--- src/rtl/serial_addsub_pkg.sv ---
// Shared types and constants for the bit-serial adder/subtractor.
// Latency: n/a (declarations only).
// Backpressure: n/a.
package serial_addsub_pkg;

    typedef enum logic [1:0] {
        IDLE = 2'd0,
        RUN  = 2'd1,
        DONE = 2'd2
    } state_t;

    localparam logic MODE_ADD = 1'b0;
    localparam logic MODE_SUB = 1'b1;

endpackage

--- src/rtl/serial_fa_cell.sv ---
// One-bit full adder used by the serial datapath.
// Latency: purely combinational.
// Backpressure: none.
//
// Ports: a, b, cin -> s (sum bit), cout (majority carry).
module serial_fa_cell (
    input  logic a,
    input  logic b,
    input  logic cin,
    output logic s,
    output logic cout
);

    assign s    = a ^ b ^ cin;
    assign cout = (a & b) | (a & cin) | (b & cin);

endmodule

--- src/rtl/serial_addsub.sv ---
// Bit-serial add/subtract of two WIDTH-bit operands, one bit per cycle LSB first.
// Latency: done pulses WIDTH edges after the start-accepting edge; back in IDLE one edge later.
// Backpressure: none; start is only honoured in IDLE and is dropped while busy or done.
//
// Ports:
//   clk, rst          clock and synchronous active-high reset
//   start, mode, a, b operation request; mode 0 = a+b, 1 = a-b; sampled on acceptance
//   busy, done        busy high in RUN, done single-cycle pulse when result valid
//   sum, cout, ovf    result, final carry (1 = no borrow on subtract), signed overflow
module serial_addsub
    import serial_addsub_pkg::*;
#(
    parameter int WIDTH = 8
) (
    input  logic             clk,
    input  logic             rst,
    input  logic             start,
    input  logic             mode,
    input  logic [WIDTH-1:0] a,
    input  logic [WIDTH-1:0] b,
    output logic             busy,
    output logic             done,
    output logic [WIDTH-1:0] sum,
    output logic             cout,
    output logic             ovf
);

    localparam int CNT_W = $clog2(WIDTH + 1);

    state_t           state;
    state_t           state_nxt;
    logic [WIDTH-1:0] a_reg;
    logic [WIDTH-1:0] b_reg;
    logic [WIDTH-1:0] sum_msb;
    logic [CNT_W-1:0] cnt;
    logic             carry;
    logic             fa_s;
    logic             fa_cout;
    logic             last_bit;

    serial_fa_cell u_fa (
        .a    (a_reg[0]),
        .b    (b_reg[0]),
        .cin  (carry),
        .s    (fa_s),
        .cout (fa_cout)
    );

    assign last_bit = (cnt == CNT_W'(WIDTH - 1));

    // New sum bit enters at the MSB and the register shifts right, so after
    // WIDTH cycles bit 0 has landed in position 0. Written as a shift so it
    // stays legal for WIDTH == 1.
    assign sum_msb = WIDTH'(fa_s) << (WIDTH - 1);

    // Next-state logic
    always_comb begin
        state_nxt = state;
        case (state)
            IDLE:    if (start) state_nxt = RUN;
            RUN:     if (last_bit) state_nxt = DONE;
            DONE:    state_nxt = IDLE;
            default: state_nxt = IDLE;
        endcase
    end

    // State register and datapath
    always_ff @(posedge clk) begin
        if (rst) begin
            state <= IDLE;
            a_reg <= '0;
            b_reg <= '0;
            cnt   <= '0;
            carry <= 1'b0;
            sum   <= '0;
            cout  <= 1'b0;
            ovf   <= 1'b0;
        end else begin
            state <= state_nxt;
            case (state)
                IDLE: begin
                    if (start) begin
                        // Subtract as a + ~b + 1: invert b and seed the carry with 1.
                        a_reg <= a;
                        b_reg <= (mode == MODE_ADD) ? b : ~b;
                        carry <= (mode == MODE_SUB);
                        cnt   <= '0;
                    end
                end
                RUN: begin
                    sum   <= (sum >> 1) | sum_msb;
                    carry <= fa_cout;
                    a_reg <= a_reg >> 1;
                    b_reg <= b_reg >> 1;
                    cnt   <= cnt + CNT_W'(1);
                    if (last_bit) begin
                        // carry still holds the carry into the MSB here
                        cout <= fa_cout;
                        ovf  <= carry ^ fa_cout;
                    end
                end
                default: ;
            endcase
        end
    end

    // Outputs
    always_comb begin
        busy = (state == RUN);
        done = (state == DONE);
    end

endmodule

--- config.mk ---
export PLATFORM = sky130hd
export DESIGN_NAME = serial_addsub
export DESIGN_NICKNAME = d
export VERILOG_FILES = /design/src/rtl/serial_addsub_pkg.sv /design/src/rtl/serial_fa_cell.sv /design/src/rtl/serial_addsub.sv
export SDC_FILE = /design/constraint.sdc
export NUM_CORES = 1
export LEC_CHECK = 0
export ABC_AREA = 1
export CAP_MARGIN = 30
export CORE_MARGIN = 3
export CORE_UTILIZATION = 50
export DETAILED_ROUTE_END_ITERATION = 16
export HOLD_SLACK_MARGIN = 0.03
export PLACE_DENSITY_LB_ADDON = 0.15
export SETUP_SLACK_MARGIN = 0.5
export SYNTH_ARGS = -nofsm -noshare
export SYNTH_HDL_FRONTEND = slang
export SYNTH_SLANG_ARGS = --single-unit
--- constraint.sdc ---
create_clock -name clk -period 1.3 [get_ports clk]
set_input_delay 0.195 -clock clk [delete_from_list [all_inputs] [get_ports clk]]
set_output_delay 0.195 -clock clk [all_outputs]
set_load 0.01 [all_outputs]
==> impl_results.md, run 1 <==
- Power Total: 2.50 mW
- Unrepaired setup endpoints after global routing: yes
- Headroom to the max-slew limit: 0.801
- Die W: between 60 and 70 µm
- Share of the synthesized area in the top cell type: 0.416
- Setup Viol. Count Final: 0
- Internal reg-to-reg setup slack: roughly 0.076 ns
- Routability congestion estimate: between 0.7 and 0.8
- Global-route wire length before repair: roughly 6.5 mm
- Asr flop ratio synth: 0
- Synth cell count leaders: nand2_1, nor2_1, dfxtp_1
- Count leader, synth: nand2_1
- Root buffer cell: clkbuf_4
- DP Area: 2080 µm²
- Routed wire length: a little under 5 mm
- Peak fanout along the critical path: 2
- Residual DRC: 0
- Final instance area: roughly 2600 µm²
- Crit share post-route: 0.942
- Status: complete, no violations
- Clk_lat worst skew: ~0.34 ns
- Crit start category: flip-flop
- Number of buffers created by CTS: 5
- Maximum vdd drop: 729 µV
- Post-route ant nets: 0
- Count of different cell masters after synthesis: 23
- DR pass1 iterations: 4
- Maximum number of pins on one net before global-route repair: 31
- R2r endpoint: sum[7]
- Worst hold path endpoint: a_reg[7]
- Area growth from synthesis to layout: 61.2%
- Area of the core: 2900 µm²
- Critical path type: reg2reg
- Clk buf depth: 2
- Placement Rows: 19
- Pre-CTS WS: -0.0798 ns
- Clock tree from TritonCTS: done
- Sequential share of the synthesized area: 0.416
- Cell leakage power: around 1.1 nW
- Ports: 32
- Worst Tran Pin Value: approximately 0.3 ns
- Via count: 1674
- Most used DFF post-synth: dfxtp_1
- Netlist Area Pre-Place: about 1600 µm²
- Top cells by area, synth: dfxtp_1, nand2_1, nor2_1, nand3_1, o21ai_0
- Vias in the first global route: 1454
- Post-synth top area cell: dfxtp_1
- # clock sinks: 33
- Cell count of the worst reg-to-reg path: 3
- Worst EP required: ~1.5 ns
- Initial antenna violation count: 0
- YS warnings: 0
- Per-cell routed wire length: roughly 15 µm
- Worst Setup End Kind: flip-flop
- Number of flops mapped to enable cells by yosys: 0
- Skew final: 0.00968 ns
- Final Worst Setup Slack: ~0.076 ns
- Fmax achieved: between 800 and 900 MHz
- DP Wirelength: roughly 2.4 mm
- Via/cell ratio: 5.23
- Yosys reg bits: 33
- Reg-to-reg critical path startpoint: b_reg[0]
- Initial Util: 0.547
- Mapped Cells: 220
- DIE AREA: around 4000 µm²
- Worst Setup SP: b_reg[0]
- GRT Overall Usage: 0.209
- Hold depth: 3
- Hold Path Class: in2reg
- Max cap viols: 0
- CP Data Arrival Time: between 1 and 1.5 ns
- Final worst path period need: 1.22 ns
- Synth Area per Inst: approximately 7.2 µm²
- HP Start: a[7]
- Drt initial violations: 120
- H-Tree Depth: 2
- Post-Syn Nets: roughly 240
- Die H: just over 60 µm
- PortBufs: 31
- Max Slew Vio Count: 0
- Final Hold Viols: 0
- Clk slew on worst S/H paths: ~0.11 ns
- Grt total ovfl: 0
- Fin nets: ~300
- Cell Pwr Density: just under 1000 nW/µm²
- Layout cells sized above 1: 0.442
- # diodes: 0
-- metrics by stage --
stage / util / hold slack, ns / instances / setup TNS (ns)
final: 0.883 / 0.425 / 320 / 0
after global routing: 0.883 / 0.454 / 320 / 0
after CTS: 0.797 / 0.417 / 314 / 0
after detailed placement: 0.716 / 0.474 / 293 / -0.608
after global placement: 0.716 / 0.464 / 293 / -0.483
after floorplan: - / 0.336 / 220 / 0
-- worst max path at each step --
| stage | endpoint | slack (ns) | cells past startpoint |
|---|---|---|---|
| 2_1_floorplan | ovf | 0.23 | 5 |
| 6_report | sum[7] | 0.08 | 3 |
| 3_3_place_gp | b_reg[6] | -0.06 | 7 |
| 3_5_place_dp | b_reg[2] | -0.08 | 7 |
| 4_1_cts | busy | 0.12 | 4 |
| 5_1_grt | sum[7] | 0.02 | 3 |
-- area by class of cell --
class / instances / area (µm²)
sequential: 33 / 688
fill: 149 / 340
timing repair buffer: 59 / 622
multi-input combinational: 155 / 1020
tap: 42 / 52.6
timing repair inverter: 1 / 7.51
clock buffer: 7 / 65.1
clock inverter: 1 / 5.00
inverter: 22 / 100
-- report_power, final --
part           internal, mW  switching (mW)
Clock                 0.313           0.366
Sequential             1.09          0.0563
Combinational         0.340           0.334
-- layout by cell type, fill, tap and decap left out, drive strengths merged --
cell type,count
clkbuf,8
inv,21
nand2,49
fa,1
ha,1
clkdlybuf4s50,18
o21ai,17
nand3,27
buf,39
dfxtp,33
xnor2,8
xor2,1
dlygate4sd2,1
nor2,43
a21oi,7
clkinv,2
clkinvlp,1
nor3,1
-- cell families (layout without fill, tap and decap cells) --
kind of cell | after synthesis | count (layout) | share of synthesized area
AOI/OAI and AO/OA | 24 | 24 | 0.0756
xor gates and xnor gates | 9 | 9 | 0.0496
adders and majority gates | 2 | 2 | 0.0205
buffers and inverters | 33 | 90 | 0.104
DFF | 33 | 33 | 0.416
and+or+nand+nor | 119 | 120 | 0.334
-- worst max-delay path, stage by stage (launching register included) --
cell and delay [ns]:
dfxtp_1 0.39, fa_2 0.47, o21ai_1 0.21, nor2_1 0.06
-- per-layer routing --
| metal | global-route usage | share of wire |
|---|---|---|
| met1 | 0.246 | 0.40 |
| met5 | 0 | 0 |
| met2 | 0.352 | 0.50 |
| met3 | 0.0559 | 0.055 |
| met4 | 0.0964 | 0.041 |
-- what timing repair did --
action,in CTS,in global routing
setup endpoints to repair,45,45
hold buffers,0,0
pin swaps,3,31
gates cloned,2,2
resized for setup,81,45
buffers inserted,11,4
No activity file was read; power rests on OpenSTA's default activity.
==> inputs of run 2 (changes only) <==
Settings changed: CORE_ASPECT_RATIO from default to 0.8, CTS_CLUSTER_DIAMETER from default to 80, TNS_END_PERCENT from default to 1.
==> run 2 against run 1 <==
Compared with the run above:
- fmax grew 6.2%
- critical path depth is 2 higher
- final cell count is 5.3% lower
- first-iteration DRC count grew 3.3%
- hold slack gained 0.042 ns
- via count decreased by 11%
- setup slack improved by 0.072 ns
- clock-buffer cell count down 2
- clock skew decreased by 0.0050 ns
- critical path type unchanged
- critical endpoint is now ovf
- highest routed layer unchanged
==> impl_results.md, run 2 (synthesis results as in run 1) <==
- DR pass1 iterations: 6
- DIE AREA: slightly below 4000 µm²
- Max cap viols: 0
- DP Area: 1980 µm²
- Area growth from synthesis to layout: 37.5%
- Hold Path Class: in2reg
- CP Data Arrival Time: roughly 1.3 ns
- Cell leakage power: roughly 1.0 nW
- Routed wire length: 3.55 mm
- Clk slew on worst S/H paths: 0.07 ns
- H-Tree Depth: 2
- Worst Setup End Kind: flip-flop
- Final worst path period need: 1.15 ns
- Status: complete, no violations
- Pre-CTS WS: -0.0635 ns
- Via count: between 1000 and 1500
- Number of buffers created by CTS: 5
- Via/cell ratio: a little under 5
- Residual DRC: 0
- Crit share post-route: 0.887
- Drt initial violations: around 120
- Setup Viol. Count Final: 0
- Final Worst Setup Slack: approximately 0.15 ns
- Initial antenna violation count: 0
- Skew final: 0.00469 ns
- PortBufs: 31
- Die W: 69.0 µm
- Vias in the first global route: 1276
- Maximum number of pins on one net before global-route repair: 27
- Most used cell, CP: nand2_1
- Fin nets: 286
- Commonest non-fill, non-tap cell in the layout: nand2_1
- Commonest cells after routing, fill and taps aside: nand2_1, nor2_1, dfxtp_1
- Final Core Density: 0.755
- # clock sinks: 33
- Critical path type: reg2reg
- GRT Overall Usage: 0.187
- Max incr delay on CP: roughly 0.40 ns
- Root buffer cell: clkbuf_8
- Layout cells sized above 1: 0.185
- Cell Pwr Density: around 1300 nW/µm²
- Clock tree from TritonCTS: done
- Grt total ovfl: 0
- Routability congestion estimate: 0.770
- Ports: 32
- Area of the core: 2890 µm²
- CP cell instances: fa_2, xnor2_1, nand2_1, nand2_1, nor2_1
- Per-cell routed wire length: around 12 µm
- Crit start category: flip-flop
- Fmax achieved: around 870 MHz
- Initial Util: 0.549
- Worst Tran Pin Value: 0.390 ns
- Peak fanout along the critical path: 2
- DP Wirelength: approximately 2.4 mm
- Die H: ~56 µm
- Final instance area: about 2200 µm²
- Global-route wire length before repair: 5.87 mm
- Clk_lat worst skew: just under 0.3 ns
- Post-route ant nets: 0
- Worst EP required: about 1.5 ns
- Placement Rows: 17
- Clk buf depth: 2
- # diodes: 0
- Max Slew Vio Count: 0
- Final Hold Viols: 0
- Headroom to the max-slew limit: 0.740
- CP max-delay cell: fa_2
- Maximum vdd drop: 915 µV
- Unrepaired setup endpoints after global routing: yes
[run 2: final timing paths]
check | cells after the start | slack, ns | from | end
hold / removal | 3 | 0.47 | a[7] | a_reg[7]
hold reg to reg | 2 | 0.48 | sum[0] | sum[0]
setup / recovery | 5 | 0.15 | carry | ovf
setup reg to reg | 5 | 0.15 | carry | ovf
[run 2: power by group]
group,internal [mW],switching (mW)
Sequential,1.09,0.0510
Combinational,0.220,0.237
Clock,0.761,0.380
Total,2.07,0.668
[run 2: critical path: cells and delay by family (launching register included)]
family,cells,cell delay [ns]
flops,1,0.33
fa+ha+maj,1,0.40
xor+xnor,1,0.16
simple gates,3,0.16
[run 2: what timing repair did]
item / in CTS / in global routing
pin swaps: 3 / 4
setup buffers: 2 / 0
endpoints found under the hold margin: 0 / 0
hold buffers: 0 / 0
endpoints found under the setup margin: 45 / 45
cloned: 0 / 2
resized for setup: 25 / 15
[run 2: per-stage QoR]
stage                     setup TNS, ns  hold WS [ns]  cells  power [mW]
after floorplan                       0         0.336    220        1.42
after global placement           -0.111         0.461    291        1.59
after detailed placement         -0.463         0.469    291        1.60
after CTS                             0         0.461    301        2.72
after global routing                  0         0.482    303        2.87
final                                 0         0.467    303        2.73
[run 2: final cells by class]
cell class | count | area, µm²
multi-input cells | 155 | 812
fillers | 242 | 709
flip-flops and latches | 33 | 667
repair buffers | 46 | 423
inverters | 22 | 92.6
clock buffers | 5 | 68.8
clock inverters | 3 | 65.1
well taps | 38 | 47.5
repair inverters | 1 | 7.51
[run 2: metal layers]
layer | up-vias | global-route usage | wire, µm
met3 | 6 | 0.0805 | 202
li1 | 781 | - | -
met1 | 662 | 0.257 | 1710
met5 | - | 0 | 0
met4 | 0 | 0.0418 | 42
met2 | 48 | 0.269 | 1590
==> inputs of run 3 (changes only) <==
Settings changed: SLEW_MARGIN from default to 20, TNS_END_PERCENT 1 to default.
==> run 3 against run 2 <==
Compared with the run above:
- the run now fails in global routing (5_1_grt)
- synthesized cell count is the same
- synthesized area unchanged
==> impl_results.md, run 3 <==
- CTS Hold Buffers Added: 0
- Synth Area per Inst: between 7 and 8 µm²
- Die W: 69.0 µm
- Mapped Cells: 220
- Asr flop ratio synth: 0
- Status: did not finish
- Netlist Area Pre-Place: approximately 1600 µm²
- Stopped at: global routing (5_1_grt)
- Count of different cell masters after synthesis: 23
- Most used DFF post-synth: dfxtp_1
- Synth cell count leaders: nand2_1, nor2_1, dfxtp_1
- WEP type: sequential cell input
- Worst_ep grt: ovf$_SDFFE_PP0P_/D
- YS warnings: 0
- Placement Rows: 17
- DP Wirelength: between 2 and 3 mm
- Post-Syn Nets: between 200 and 250
- Sequential share of the synthesized area: 0.416
- # clock sinks: 33
- Die H: 56.4 µm
- H-Tree Depth: 2
- Top cells by area, synth: dfxtp_1, nand2_1, nor2_1, nand3_1, o21ai_0
- Share of the synthesized area in the top cell type: 0.416
- Maximum number of pins on one net before global-route repair: 13
- Count leader, synth: nand2_1
- Initial Util: 0.549
- Routability congestion estimate: approximately 0.81
- Post-synth top area cell: dfxtp_1
- Tool error: [ERROR DPL-0038] Utilization greater than 100%, impossible to legalize
- PortBufs: 31
- Number of buffers created by CTS: 5
- Root buffer cell: clkbuf_8
- Clk buf depth: 2
- Yosys reg bits: 33
- DP Area: around 2100 µm²
- Number of flops mapped to enable cells by yosys: 0
- Ports: 32
-- run 3: cell counts after synthesis --
Identical to the previous run, type by type.
-- run 3: timing repair --
action / CTS
pin swaps: 12
resized for setup: 126
gates cloned: 6
setup endpoints to repair: 45
buffers inserted: 13
-- run 3: through the flow --
step / util / worst slack (ns) / setup TNS, ns / hold slack [ns] / instances
3_5_place_dp: 0.723 / -0.0839 / -0.791 / 0.474 / 290
4_1_cts: 0.926 / 0.126 / 0 / 0.469 / 317
2_1_floorplan: - / 0.227 / 0 / 0.336 / 220
3_3_place_gp: 0.723 / -0.0477 / -0.399 / 0.462 / 290
-- run 3: kinds of logic after synthesis --
| logic type | synth area share |
|---|---|
| buf+inv | 0.104 |
| flops | 0.416 |
| fa+ha+maj | 0.0205 |
| xor+xnor | 0.0496 |
| compound gates | 0.0756 |
| simple gates | 0.334 |
==> inputs of run 4 (changes only) <==
Settings changed: CORE_ASPECT_RATIO 0.8 to default, CORE_UTILIZATION 50 to 35, CTS_CLUSTER_DIAMETER 80 to default, HOLD_SLACK_MARGIN 0.03 to default, SETUP_SLACK_MARGIN 0.5 to default.
==> run 4 against run 3 <==
Compared with the run above:
- the run now ends clean
==> impl_results.md, run 4 (synthesis results as in run 1) <==
- Status: complete, no violations
- DP Area: 2000 µm²
- Cell leakage power: approximately 0.97 nW
- Hold Path Class: in2reg
- Critical path type: reg2reg
- Placement Rows: 23
- Global-route wire length before repair: just under 6 mm
- Crit share post-route: 0.902
- Final Worst Setup Slack: around 0.13 ns
- Multi-input logic area: ~760 µm²
- Max cap viols: 0
- Setup TNS: 0 ns
- WP depth: 5
- Peak fanout along the critical path: 3
- Die H: between 70 and 80 µm
- Area of the core: around 4200 µm²
- CP max-delay cell: fa_2
- Routed wire length: 3.39 mm
- CTS Hold Buffers Added: 0
- Clk slew on worst S/H paths: 0.07 ns
- Power Total: around 2.4 mW
- Worst EP required: 1.47 ns
- GRT Overall Usage: 0.139
- Initial Util: 0.381
- Clock tree from TritonCTS: done
- Max Slew Vio Count: 0
- Via count: 1427
- Clk buf depth: 2
- Maximum number of pins on one net before global-route repair: 21
- Hold depth: 3
- Ports: 32
- # clock sinks: 33
- Number of buffers created by CTS: 5
- Root buffer cell: clkbuf_8
- CP cell instances: fa_2, inv_1, nand3_1, nand3_1, a21oi_1
- Area growth from synthesis to layout: 31.0%
- Maximum vdd drop: between 600 and 700 µV
- Fin nets: roughly 280
- Clk_lat worst skew: between 0.2 and 0.3 ns
- Residual DRC: 0
- H-Tree Depth: 2
- Pre-CTS WS: -0.0621 ns
- Setup Viol. Count Final: 0
- Skew final: approximately 0.0067 ns
- Via/cell ratio: around 4.6
- Grt total ovfl: 0
- Headroom to the max-slew limit: 0.836
- Initial antenna violation count: 0
- DR pass1 iterations: 4
- CP Data Arrival Time: between 1 and 1.5 ns
- Vias in the first global route: approximately 1300
- Commonest cells after routing, fill and taps aside: nand2_1, nor2_1, dfxtp_1
- Commonest non-fill, non-tap cell in the layout: nand2_1
- Cell Pwr Density: 1150 nW/µm²
- # diodes: 0
- Routability congestion estimate: about 0.74
- Drt initial violations: 76
- Per-cell routed wire length: approximately 11 µm
- Cell count of the worst reg-to-reg path: 5
- FF+latch area: between 600 and 700 µm²
- Layout cells sized above 1: 0.131
- Worst Tran Pin Value: 0.244 ns
- Worst Setup End Kind: flip-flop
- Final instance area: around 2100 µm²
- Max incr delay on CP: between 0.4 and 0.5 ns
- Fmax achieved: 853 MHz
- FILL cells: between 400 and 500
- Most used cell, CP: nand3_1
- Post-route ant nets: 0
- PortBufs: 31
- Hold slack final: between 0.4 and 0.5 ns
- Die W: about 73 µm
- Family with the most delay on the worst path: adder cells
- Crit start category: flip-flop
- DIE AREA: around 5400 µm²
- Worst Path Buf+Inv: 1
- Final worst path period need: ~1.2 ns
- DP Wirelength: 2.50 mm
- Final Hold Viols: 0
## run 4: final cells by class
| cell class | count | share of cell area |
|---|---|---|
| Clock inverter | 1 | 0.00241 |
| Timing Repair Buffer | 43 | 0.194 |
| Clock buffer | 7 | 0.0463 |
| Sequential cell | 33 | 0.318 |
| Inverter | 22 | 0.0421 |
| Tap cell | 50 | 0.0301 |
| Multi-Input combinational cell | 154 | 0.367 |
## run 4: routing by layer
metal	GRT usage	share of wire	up-vias
li1	-	-	765
met1	0.189	0.50	640
met2	0.214	0.46	18
met3	0.0328	0.031	4
met4	0.0483	0.0094	0
met5	0	0	-
## run 4: power by group
group          leakage [nW]  internal, mW  switching (mW)
clock                0.0542         0.478           0.360
sequential            0.272          1.08          0.0462
combinational         0.644         0.204           0.216
## run 4: through the flow
stage	instances	utilization
after floorplan	220	-
after global placement	302	0.479
after detailed placement	302	0.479
after CTS	310	0.500
after global routing	310	0.499
final	310	0.499
## run 4: path summary, 6_finish.rpt
check          from  slack [ns]        to
min            a[7]        0.47  a_reg[7]
max reg2reg   carry        0.13     carry
max           carry        0.13     carry
min reg2reg  sum[0]        0.48    sum[0]
## run 4: repair_timing
item                       CTS  global route
setup buffers                0             0
resized for setup           14             4
pin swaps                    0             0
cloned                       0             0
setup endpoints to repair   12             4
## run 4: worst min-delay path, cell delays in order
cell and delay (ns):
clkdlybuf4s50_1 0.39, nand2_1 0.06, a21oi_1 0.05
